### src/rtl/coherency_pkg.sv
// Shared geometry, snoop encodings, FSM states and tag-word helper for the
// 8-line, 16-byte-line cache coherency logic.
package coherency_pkg;

  localparam int unsigned ADDR_BITS     = 32;
  localparam int unsigned INDEX_BITS    = 3;
  localparam int unsigned OFFSET_BITS   = 4;
  localparam int unsigned TAG_VALID_BIT = 31;
  localparam int unsigned TAG_BITS      = 32;
  localparam int unsigned NUM_LINES     = 1 << INDEX_BITS;
  localparam int unsigned HIT_CNT_BITS  = 16;

  localparam logic SNP_BUSRD  = 1'b0;
  localparam logic SNP_BUSRDX = 1'b1;

  typedef logic [ADDR_BITS-1:0]  addr_t;
  typedef logic [INDEX_BITS-1:0] idx_t;
  typedef logic [TAG_BITS-1:0]   tag_t;

  typedef enum logic [1:0] {
    IDLE   = 2'd0,
    LOOKUP = 2'd1,
    INVAL  = 2'd2,
    RESP   = 2'd3
  } snp_state_e;

  // Snoop request as captured from the bus
  typedef struct packed {
    logic  rdx;
    addr_t addr;
  } snp_req_t;

  // Valid bit set, line address in the low bits, pad bits zero
  function automatic tag_t tag_word(input addr_t addr);
    tag_t w;
    w = TAG_BITS'(addr[ADDR_BITS-1:OFFSET_BITS]);
    w[TAG_VALID_BIT] = 1'b1;
    return w;
  endfunction

  function automatic idx_t line_idx(input addr_t addr);
    return addr[OFFSET_BITS +: INDEX_BITS];
  endfunction

endpackage

### src/rtl/snoop_responder_if.sv
// Snoop channel, snoop tag-port and invalidation channel bundle.
// slave = the responder, master = bus/array/controller side.
interface snoop_responder_if;
  import coherency_pkg::*;

  logic                 snp_req_val;
  logic                 snp_req_rdy;
  logic                 snp_req_type;
  addr_t                snp_req_addr;

  logic                 snp_resp_val;
  logic                 snp_resp_rdy;
  logic                 snp_resp_hit;
  logic                 snp_resp_dirty;

  logic                 tag_read_en2;
  idx_t                 addr2;
  tag_t                 tag_tag;
  logic                 tag_match2;
  logic [NUM_LINES-1:0] line_dirty;

  logic                 inv_req_val;
  logic                 inv_req_rdy;
  idx_t                 inv_req_idx;

  modport slave (
    input  snp_req_val, snp_req_type, snp_req_addr, snp_resp_rdy,
           tag_match2, line_dirty, inv_req_rdy,
    output snp_req_rdy, snp_resp_val, snp_resp_hit, snp_resp_dirty,
           tag_read_en2, addr2, tag_tag, inv_req_val, inv_req_idx
  );

  modport master (
    output snp_req_val, snp_req_type, snp_req_addr, snp_resp_rdy,
           tag_match2, line_dirty, inv_req_rdy,
    input  snp_req_rdy, snp_resp_val, snp_resp_hit, snp_resp_dirty,
           tag_read_en2, addr2, tag_tag, inv_req_val, inv_req_idx
  );

endinterface

### src/rtl/sat_counter.sv
// Up-counter that sticks at all-ones instead of wrapping.
module sat_counter #(
  parameter int unsigned WIDTH = 16
) (
  input  logic             clk,
  input  logic             reset,
  input  logic             inc,
  output logic [WIDTH-1:0] count
);

  always_ff @(posedge clk or posedge reset) begin
    if (reset) begin
      count <= '0;
    end else if (inc && (count != '1)) begin
      count <= count + WIDTH'(1);
    end
  end

endmodule

### src/rtl/snoop_responder.sv
// Bus-side snoop responder: probes the snoop tag port, invalidates locally on
// BusRdX hits, then returns hit/dirty status to the bus.
module snoop_responder
  import coherency_pkg::*;
(
  input  logic                    clk,
  input  logic                    reset,
  snoop_responder_if.slave        bus,
  output logic [HIT_CNT_BITS-1:0] hit_count
);

  snp_state_e state;
  snp_state_e state_n;

  snp_req_t   req_q;
  logic       hit_q;
  logic       dirty_q;

  logic       req_rdy_q;
  logic       resp_val_q;
  logic       inv_val_q;
  logic       rd_en_q;

  logic       accept_c;
  logic       lookup_hit_c;
  idx_t       idx_c;
  logic       offset_unused;

  assign idx_c         = line_idx(req_q.addr);
  assign accept_c      = req_rdy_q & bus.snp_req_val;
  assign lookup_hit_c  = (state == LOOKUP) & bus.tag_match2;
  assign offset_unused = ^req_q.addr[OFFSET_BITS-1:0];

  // Next-state logic
  always_comb begin
    state_n = state;
    case (state)
      IDLE:    if (accept_c) state_n = LOOKUP;
      LOOKUP:  state_n = ((req_q.rdx == SNP_BUSRDX) && bus.tag_match2) ? INVAL : RESP;
      INVAL:   if (bus.inv_req_rdy) state_n = RESP;
      RESP:    if (bus.snp_resp_rdy) state_n = IDLE;
      default: state_n = IDLE;
    endcase
  end

  // State register; handshake outputs are decoded from the next state so they
  // come straight off flops and drop asynchronously on reset.
  always_ff @(posedge clk or posedge reset) begin
    if (reset) begin
      state      <= IDLE;
      req_rdy_q  <= 1'b1;
      resp_val_q <= 1'b0;
      inv_val_q  <= 1'b0;
      rd_en_q    <= 1'b0;
    end else begin
      state      <= state_n;
      req_rdy_q  <= (state_n == IDLE);
      resp_val_q <= (state_n == RESP);
      inv_val_q  <= (state_n == INVAL);
      rd_en_q    <= (state_n == LOOKUP);
    end
  end

  // Request capture and lookup result; line_dirty is only sampled in LOOKUP
  always_ff @(posedge clk or posedge reset) begin
    if (reset) begin
      req_q   <= '{rdx: SNP_BUSRD, addr: '0};
      hit_q   <= 1'b0;
      dirty_q <= 1'b0;
    end else begin
      if (accept_c) begin
        req_q <= '{rdx: bus.snp_req_type, addr: bus.snp_req_addr};
      end
      if (state == LOOKUP) begin
        hit_q   <= bus.tag_match2;
        dirty_q <= bus.tag_match2 & bus.line_dirty[idx_c];
      end
    end
  end

  sat_counter #(
    .WIDTH (HIT_CNT_BITS)
  ) u_hit_cnt (
    .clk   (clk),
    .reset (reset),
    .inc   (lookup_hit_c),
    .count (hit_count)
  );

  assign bus.snp_req_rdy    = req_rdy_q;
  assign bus.snp_resp_val   = resp_val_q;
  assign bus.snp_resp_hit   = hit_q;
  assign bus.snp_resp_dirty = dirty_q;
  assign bus.tag_read_en2   = rd_en_q;
  assign bus.addr2          = idx_c;
  assign bus.tag_tag        = tag_word(req_q.addr);
  assign bus.inv_req_val    = inv_val_q;
  assign bus.inv_req_idx    = idx_c;

endmodule

### src/flat_wrapper.sv
// flat-port wrapper written by rule: the top's interface ports become plain ports
module snoop_responder_flat import coherency_pkg::*;
  (clk, reset, hit_count, bus_snp_req_val, bus_snp_req_type, bus_snp_req_addr, bus_snp_resp_rdy, bus_tag_match2, bus_line_dirty, bus_inv_req_rdy, bus_snp_req_rdy, bus_snp_resp_val, bus_snp_resp_hit, bus_snp_resp_dirty, bus_tag_read_en2, bus_addr2, bus_tag_tag, bus_inv_req_val, bus_inv_req_idx);
  snoop_responder_if bus_i ();
  input  logic clk;
  input  logic reset;
  output logic [HIT_CNT_BITS-1:0] hit_count;
  input wire logic [$bits(bus_i.snp_req_val)-1:0] bus_snp_req_val;
  input wire logic [$bits(bus_i.snp_req_type)-1:0] bus_snp_req_type;
  input wire logic [$bits(bus_i.snp_req_addr)-1:0] bus_snp_req_addr;
  input wire logic [$bits(bus_i.snp_resp_rdy)-1:0] bus_snp_resp_rdy;
  input wire logic [$bits(bus_i.tag_match2)-1:0] bus_tag_match2;
  input wire logic [$bits(bus_i.line_dirty)-1:0] bus_line_dirty;
  input wire logic [$bits(bus_i.inv_req_rdy)-1:0] bus_inv_req_rdy;
  output wire logic [$bits(bus_i.snp_req_rdy)-1:0] bus_snp_req_rdy;
  output wire logic [$bits(bus_i.snp_resp_val)-1:0] bus_snp_resp_val;
  output wire logic [$bits(bus_i.snp_resp_hit)-1:0] bus_snp_resp_hit;
  output wire logic [$bits(bus_i.snp_resp_dirty)-1:0] bus_snp_resp_dirty;
  output wire logic [$bits(bus_i.tag_read_en2)-1:0] bus_tag_read_en2;
  output wire logic [$bits(bus_i.addr2)-1:0] bus_addr2;
  output wire logic [$bits(bus_i.tag_tag)-1:0] bus_tag_tag;
  output wire logic [$bits(bus_i.inv_req_val)-1:0] bus_inv_req_val;
  output wire logic [$bits(bus_i.inv_req_idx)-1:0] bus_inv_req_idx;
  assign bus_i.snp_req_val = bus_snp_req_val;
  assign bus_i.snp_req_type = bus_snp_req_type;
  assign bus_i.snp_req_addr = bus_snp_req_addr;
  assign bus_i.snp_resp_rdy = bus_snp_resp_rdy;
  assign bus_i.tag_match2 = bus_tag_match2;
  assign bus_i.line_dirty = bus_line_dirty;
  assign bus_i.inv_req_rdy = bus_inv_req_rdy;
  assign bus_snp_req_rdy = bus_i.snp_req_rdy;
  assign bus_snp_resp_val = bus_i.snp_resp_val;
  assign bus_snp_resp_hit = bus_i.snp_resp_hit;
  assign bus_snp_resp_dirty = bus_i.snp_resp_dirty;
  assign bus_tag_read_en2 = bus_i.tag_read_en2;
  assign bus_addr2 = bus_i.addr2;
  assign bus_tag_tag = bus_i.tag_tag;
  assign bus_inv_req_val = bus_i.inv_req_val;
  assign bus_inv_req_idx = bus_i.inv_req_idx;
  snoop_responder u_core (.clk(clk), .reset(reset), .bus(bus_i), .hit_count(hit_count));
endmodule
### config.mk
export PLATFORM = sky130hd
export DESIGN_NAME = snoop_responder_flat
export DESIGN_NICKNAME = d
export VERILOG_FILES = /design/src/rtl/coherency_pkg.sv /design/src/rtl/snoop_responder_if.sv /design/src/rtl/sat_counter.sv /design/src/rtl/snoop_responder.sv /design/src/flat_wrapper.sv
export SDC_FILE = /design/constraint.sdc
export NUM_CORES = 1
export LEC_CHECK = 0
export ABC_AREA = 1
export CORE_MARGIN = 8
export CORE_UTILIZATION = 44
export CTS_CLUSTER_SIZE = 12
export DETAILED_ROUTE_END_ITERATION = 6
export GPL_ROUTABILITY_DRIVEN = 0
export PLACE_DENSITY = 0.81
export SETUP_SLACK_MARGIN = 0.1
export SLEW_MARGIN = 10
export SYNTH_ARGS = -nofsm -noshare
export SYNTH_HDL_FRONTEND = slang
export SYNTH_SLANG_ARGS = --single-unit
### constraint.sdc
create_clock -name clk -period 2.1 [get_ports clk]
set_input_delay 0.315 -clock clk [delete_from_list [all_inputs] [get_ports clk]]
set_output_delay 0.315 -clock clk [all_outputs]
set_load 0.05 [all_outputs]
# After elaboration in Yosys (flattened, before gate mapping)
# Index checks and enable logic that the tools add are counted.
# op_classes
addsub	1
reduce_logical	4
eq_ne	7
n_lt_le_gt_ge	1
bitwise_logic	3
muxes	7
# ops
operator	count
$add A16 B1 Y16 const B	1
$ne A16 B16 Y1 const B	1
$eq A2 B2 Y1 const B	4
$pmux W2 S4	1
$mux W2	3
$eq A2 B1 Y1 const B	2
$logic_not A2 Y1	2
$lt A3 B4 Y1 const B	1
$and A1 B1 Y1	3
$bmux W1 S3	1
$logic_and A1 B1 Y1	2
$mux W1	2
# word_totals
word_cells	33
reg_bits	57
input_bits	47
out_inout_bits	60

# Logic depth before layout (Yosys ltp)
# Gate-level depths: netlist (run 1).
# depth
depth_word	4
mapped_depth	9
depth_no_buf	8

# Hierarchy
# A second synthesis (run 1) with hierarchy kept.
# hier_totals
cells_unflattened	368
hier_area_um2	2894.0
# modules_own_cells
mod	area_per_inst_um2	cells_each	n_inst	seq_area_each_um2
snoop_responder	1824.2	218	1	927.1
sat_counter	1069.8	150	1	400.4

# Worst setup path after synthesis (run 1)
# No wires, ideal clock.
# synth_path
kind	reg-to-reg
start	register u_core.u_hit_cnt.count[0]
end	register u_core.u_hit_cnt.count[3]
n_path_buf	1
period_less_slack_ns	1.836
setup_slack_ns	0.264
t_arrival_ns	1.770
path_stages_with_launch	9
setup_ns	0.066
required_ns	2.034
path_cell_list	dfrtp_1 -> ha_1 -> nand3_2 -> nor2_4 -> nand2_4 -> nand2_4 -> buf_6 -> nand2_1 -> nand2_1
# synth_via
elab_chain_len	2
elab_cells_between_ends	3
cone_classes	1 x add/sub; 1 x eq/ne; 1 x reduce/logical
# synth_rtl
item	line_no	text
from (decl)	sat_counter.sv:8	output logic [WIDTH-1:0] count
from (signal assigned)	sat_counter.sv:15	count <= count + WIDTH'(1);
branches (longest 2 deep; another with $add A16 B1 Y16)	n/a	
# Parallel ways; which one is timed is not known.
# A chain may end at the register's enable or synchronous reset.

# Final worst setup path (run 1)
# layout_path
start	register u_core.req_q, in the netlist u_core.bus.addr2[0]
end	output port bus_tag_tag[0]
# layout_lines
item	line_no	text
from (decl)	snoop_responder.sv:15	snp_req_t req_q;
from (signal assigned)	snoop_responder.sv:67	req_q <= '{rdx: SNP_BUSRD, addr: '0};
from (signal assigned)	snoop_responder.sv:72	req_q <= '{rdx: bus.snp_req_type, addr: bus.snp_req_addr};
to (decl)	flat_wrapper.sv:21	output wire logic [$bits(bus_i.tag_tag)-1:0] bus_tag_tag;
# No word-level cell between the ends.

==> results of run 1 <==
worst min-delay path by stage:
stage | start | endpoint | slack, ns | cells past startpoint
after global placement | u_core.bus.tag_tag[15] | u_core.bus.tag_tag[15] | 0.46 | 2
final | reset | u_core.bus.tag_tag[18] | 0.33 | 2
after floorplan | bus_snp_req_addr[6] | u_core.bus.addr2[2] | 0.42 | 2
after detailed placement | u_core.bus.tag_tag[23] | u_core.bus.tag_tag[23] | 0.47 | 2
after global routing | reset | u_core.bus.tag_tag[18] | 0.35 | 2
after CTS | reset | u_core.bus.tag_tag[18] | 0.34 | 2
flip-flops by register name, summed over array words and instances (netlist names):
name and count:
u_core.bus.tag_tag 25, u_core.u_hit_cnt.count 16, u_core.bus.addr2 3, u_core.state 2, u_core.bus.inv_req_val 1, u_core.bus.snp_req_rdy 1, u_core.bus.snp_resp_dirty 1, u_core.bus.snp_resp_hit 1
u_core.bus.snp_resp_val 1, u_core.bus.tag_read_en2 1, u_core.req_q 1
cell type report:
class / instances / area [µm²] / share of cell area
Inverter: 25 / 93.84 / 0.02510
Sequential cell: 53 / 1328 / 0.3551
Tap cell: 77 / 96.34 / 0.02577
Timing Repair Buffer: 101 / 1025 / 0.2741
Clock inverter: 3 / 68.82 / 0.01841
Clock buffer: 5 / 68.82 / 0.01841
Multi-Input combinational cell: 240 / 1059 / 0.2831
kinds of logic after synthesis:
family                   count (synthesis)  synth area share
AND/OR/NAND/NOR                        218            0.3290
buffers and inverters                   69            0.1468
flip-flops                              53            0.4762
AO/OA/AOI/OAI                           11           0.02199
XOR/XNOR                                 6           0.01885
other                                    2          0.002694
adder cells (fa/ha/maj)                  1          0.004488
cell usage after synthesis:
cell / count
nand3_1: 16
nand3b_1: 1
dfrtp_1: 52
ha_1: 1
o21ai_0: 10
buf_4: 38
nor2_4: 2
nand4_1: 9
conb_1: 2
xnor2_1: 6
nor2_1: 23
nand2_4: 2
a21boi_2: 1
inv_2: 1
inv_1: 24
nand2_1: 163
buf_6: 1
clkbuf_1: 5
dfstp_2: 1
nand3_2: 1
nor2_8: 1
report_power, final:
group,internal (µW),switching (µW),total [µW]
Clock,480,345,824
Combinational,952,2040,2990
Sequential,1390,271,1660
routing by layer:
layer / vias up / GRT usage
met5: - / 0
met4: 0 / 0.04097
met3: 9 / 0.04724
met2: 69 / 0.2589
met1: 1039 / 0.1659
li1: 1192 / -
metrics by stage:
step                utilization  power, µW  area, µm²
finish                   0.5990       5476       3739
detailed placement       0.5756       4706       3592
global placement         0.5756       4653       3592
CTS                      0.5974       5547       3729
global route             0.5990       5784       3739
floorplan                     -       4097       2795
what timing repair did:
| item | 4_1_cts | 5_1_grt |
|---|---|---|
| setup endpoints to repair | 1 | 5 |
| pin swaps | 0 | 0 |
| resized for setup | 1 | 4 |
| cloned | 0 | 0 |
==> metrics.csv, run 1 <==
stage,metric,value,unit
timing,slew_headroom,0.6448,
synth,synth_warnings,0,
setup_path,cp.arrival,1.63,ns
cells_and_area,layoutNonFillerInstCount,504,
setup_path,worst-path-buf-inv,1,
setup_path,critPathMaxFanout,8,
timing,hold-worst-slack,0.3324,ns
setup_path,start_kind,register,
die,rows,29,
setup_path,r2r_end,u_core.u_hit_cnt.count[10],
cells_and_area,drive_above_1_share,0.04918,
synth,syn-mean-instance-area,7.744,µm²
setup_path,cpPeakStageDelay,0.85,ns
synth,yosys.cell_types.count,21,
die,ios,107,
setup_path,reg2regPathDepth,6,
synth,synth.largest_area_cell,dfrtp_1,
cells_and_area,fillerInstances,546,
setup_path,crit_end,bus_tag_tag[0],
timing,maxSlewViolCount,0,
power_and_ir_drop,power.density,1465,nW/µm²
power_and_ir_drop,vdd_drop_max,852.9,µV
global_route,grt_pass1_vias,2282,
global_route,grt_max_degree,34,
timing,layout_setup_ws,0.1589,ns
setup_path,path_cells,clkdlybuf4s50_1,
outcome,status,finished clean,
detailed_routing,drt-total-wl,6421,µm
power_and_ir_drop,p_leak,0.001852,µW
cells_and_area,mostFrequentLayoutCells,"nand2_1, clkdlybuf4s50_1, dfrtp_1",
detailed_routing,drtIter0Drc,78,
detailed_routing,wl_met1,2573,µm
synth,ys_top_cells_by_area,"dfrtp_1, nand2_1, buf_4, inv_1, nor2_1",
setup_path,required,1.78,ns
setup_path,crit_cells,1,
synth,netlist.area_leader.share,0.4668,
clock_tree,htreeDepth,2,
global_route,grt_antenna_before_repair,0,
setup_path,path_class,reg -> out,
clock_tree,cts_tree,yes,
die,coreArea,6241,µm²
clock_tree,postCtsHoldBufs,0,
setup_path,rrSetupSlack,0.46,ns
timing,tns,0,ns
die,die_area,9138,µm²
clock_tree,clkSinkCount,53,
cells_and_area,nets,474,
timing,timing.fmax,0.5152,GHz
cells_and_area,n_antenna_cell,0,
die,die_h,95.60,µm
placed_design,portBuffers,98,
detailed_routing,wl_met2,3279,µm
setup_path,slowest_stage,clkdlybuf4s50_1,
setup_path,r2r_start,u_core.u_hit_cnt.count[0],
global_route,grt-ovfl-total,0,
detailed_routing,wl_met3,495,µm
timing,fin_crit_sh,0.9243,
placed_design,place_ws,0.2754,ns
detailed_routing,routed.top_layer,met4,
die,start_util,0.4467,
detailed_routing,drc,0,
clock_tree,cts_buffers,5,
clock_tree,postCtsSetupBuffers,0,
detailed_routing,via_count,2309,
synth,yosysSeqAreaShare,0.4762,
global_route,grt_use_total,0.1469,
detailed_routing,viasPerCell,4.581,
synth,synth_seq_cells,53,
global_route,grt_pass1_wl,10650,µm
timing,rsz0062_at_grt,false,
timing,fin_crit,1.941,ns
timing,worstMarginPinSlew,0.5312,ns
synth,syn_area,2788,µm²
detailed_routing,wl_per_cell,12.74,µm
clock_tree,clockBufferDepth,2,
timing,finClkSkew,0.005960,ns
synth,syn_inst,360,
clock_tree,clockRootBuffer,clkbuf_8,
placed_design,dp.cells,496,
job,drv_cap,0,
clock_tree,clkTransAtPathRegs,0.10,ns
placed_design,dpl.hpwl,4924,µm
cells_and_area,final_common_cell,nand2_1,
setup_path,critical_path.startpoint,u_core.bus.addr2[0],
timing,hold_violations,0,
setup_path,worstSetupEndpointType,output port,
hold_path,hold_path_class,in -> async,
detailed_routing,drt-pass1-iter-count,4,
die,die_x,95.60,µm
clock_tree,clk_latency,0.30,ns
setup_path,worst_path_dominant_cell_family,buffers and inverters,
detailed_routing,final_antenna_net_count,0,
timing,setup_viol,0,
cells_and_area,area_delta_synth_final,34.11,%
Note: power is estimated with default switching activity, not from simulation.
==> run 2, diff against run 1 <==
- ABC_CLOCK_PERIOD_IN_PS: not set -> 2100
==> results of run 2 <==
Same layout as run 1: the final DEF is identical, and so are final timing and power.
==> RTL edit, RTL diff (config.mk and constraints of run 2) <==
The 4 states of `snp_state_e` get a one-hot encoding in 4 bits.
--- a/src/rtl/coherency_pkg.sv
+++ b/src/rtl/coherency_pkg.sv
@@ -17,11 +17,11 @@
   typedef logic [INDEX_BITS-1:0] idx_t;
   typedef logic [TAG_BITS-1:0]   tag_t;
 
-  typedef enum logic [1:0] {
-    IDLE   = 2'd0,
-    LOOKUP = 2'd1,
-    INVAL  = 2'd2,
-    RESP   = 2'd3
+  typedef enum logic [3:0] {
+    IDLE   = 4'b0001,
+    LOOKUP = 4'b0010,
+    INVAL  = 4'b0100,
+    RESP   = 4'b1000
   } snp_state_e;
 
   // Snoop request as captured from the bus
Check against the original RTL: no difference found for any inputs over 10 cycles, from zero or initial values and one cycle with reset high; not proved beyond that.
==> RTL edit against run 2 <==
  * Sequential cell count grew 2
  * Setup slack lost 0.016 ns
  * Global-route usage shrank 1.2 points
  * Critical path depth is the same
  * Final area grew 1.7%
  * Routed wire length shrank 1.1%
  * Power shrank 5.1%
  * Area after synthesis grew 3.6%
  * Critical endpoint is now bus_snp_req_rdy
  * Largest cell class unchanged
  * Largest power group unchanged
==> RTL edit: results (changes against run 2) <==
- The number of distinct standard cells referenced by the synthesized netlist was 26 (was 21).
- The met1 usage in global routing is 0.1624 (was 0.1659).
- The count of fill cells added during filler insertion is 547 (was 546).
- The share of layout cells above drive strength 1 is 0.1328 (was 0.04918).
- Top cells by area in the synthesized netlist: sky130_fd_sc_hd__dfrtp_1 (46%), sky130_fd_sc_hd__nand2_1 (10%), sky130_fd_sc_hd__buf_4 (9.9%) (was sky130_fd_sc_hd__dfrtp_1 (47%), sky130_fd_sc_hd__nand2_1 (22%), sky130_fd_sc_hd__buf_4 (10%)).
- The detailed route wirelength on metal3 is 447 um (was 495 um).
- The buffering overhead is 0.2757 (was 0.2741).
- The arithmetic-cell share of the synthesized area counting full adders, half adders and majority gates is 0.004333 (was 0.004488).
- The detailed-route wire length on metal 1 was 2904 um (was 2573 um).
- The total of cells resized after clock tree synthesis is 0 (was 1).
- Ranking of synthesized cells by instance count: sky130_fd_sc_hd__nand2_1 (80), sky130_fd_sc_hd__dfrtp_1 (53), sky130_fd_sc_hd__buf_4 (38) (was sky130_fd_sc_hd__nand2_1 (163), sky130_fd_sc_hd__dfrtp_1 (52), sky130_fd_sc_hd__buf_4 (38)).
- The amount of wire on met2 after detailed routing came to 2956 um (was 3279 um).
- The instance area after placement is 3706 um^2 (was 3592 um^2).
- The sequential share of the synthesized area is 0.4775 (was 0.4762).
- Result of the run: finished clean (unchanged).
- The inverter count is 20 (was 25).
- The largest voltage drop on the vdd net is 0.0009041 V (was 0.0008529 V).
- The register share of the cell area is 0.3625 (was 0.3551).
- The met3 routing resource usage after global routing came to 0.04125 (was 0.04724).
- The worst hold margin is 0.3404 ns (was 0.3324 ns).
- The final setup skew is 0.01026 ns (was 0.005960 ns).
- The synthesized-area fraction occupied by xor and xnor cells is 0.02123 (was 0.01885).
- The count of multi-input combinational gates is 199 (was 240).
- The compound-gate portion of the synthesized area was 0.03380 (was 0.02199).
- The ratio of routed vias to standard cells was 4.685 (was 4.581).
- The met2 track demand over resource in global routing is 0.2286 (was 0.2589).
-- RTL edit: changes by cell type after synthesis, moves of 3 or more --
cell | before | now
sky130_fd_sc_hd__a21oi_1 | 0 | 4
sky130_fd_sc_hd__nand2_2 | 0 | 5
sky130_fd_sc_hd__o21ai_0 | 10 | 7
sky130_fd_sc_hd__xor2_1 | 0 | 4
sky130_fd_sc_hd__nor2_1 | 23 | 33
sky130_fd_sc_hd__xnor2_1 | 6 | 3
sky130_fd_sc_hd__inv_1 | 24 | 20
sky130_fd_sc_hd__clkbuf_1 | 5 | 1
sky130_fd_sc_hd__nand2_1 | 163 | 80
sky130_fd_sc_hd__mux2_2 | 0 | 25
-- RTL edit: power by group --
part | internal (mW) | leakage (nW) | switching (mW)
logic | 1.05 | 1.02 | 1.92
registers | 1.42 | 0.682 | 0.240
clock network | 0.234 | 0.0412 | 0.333
total | 2.70 | 1.74 | 2.49
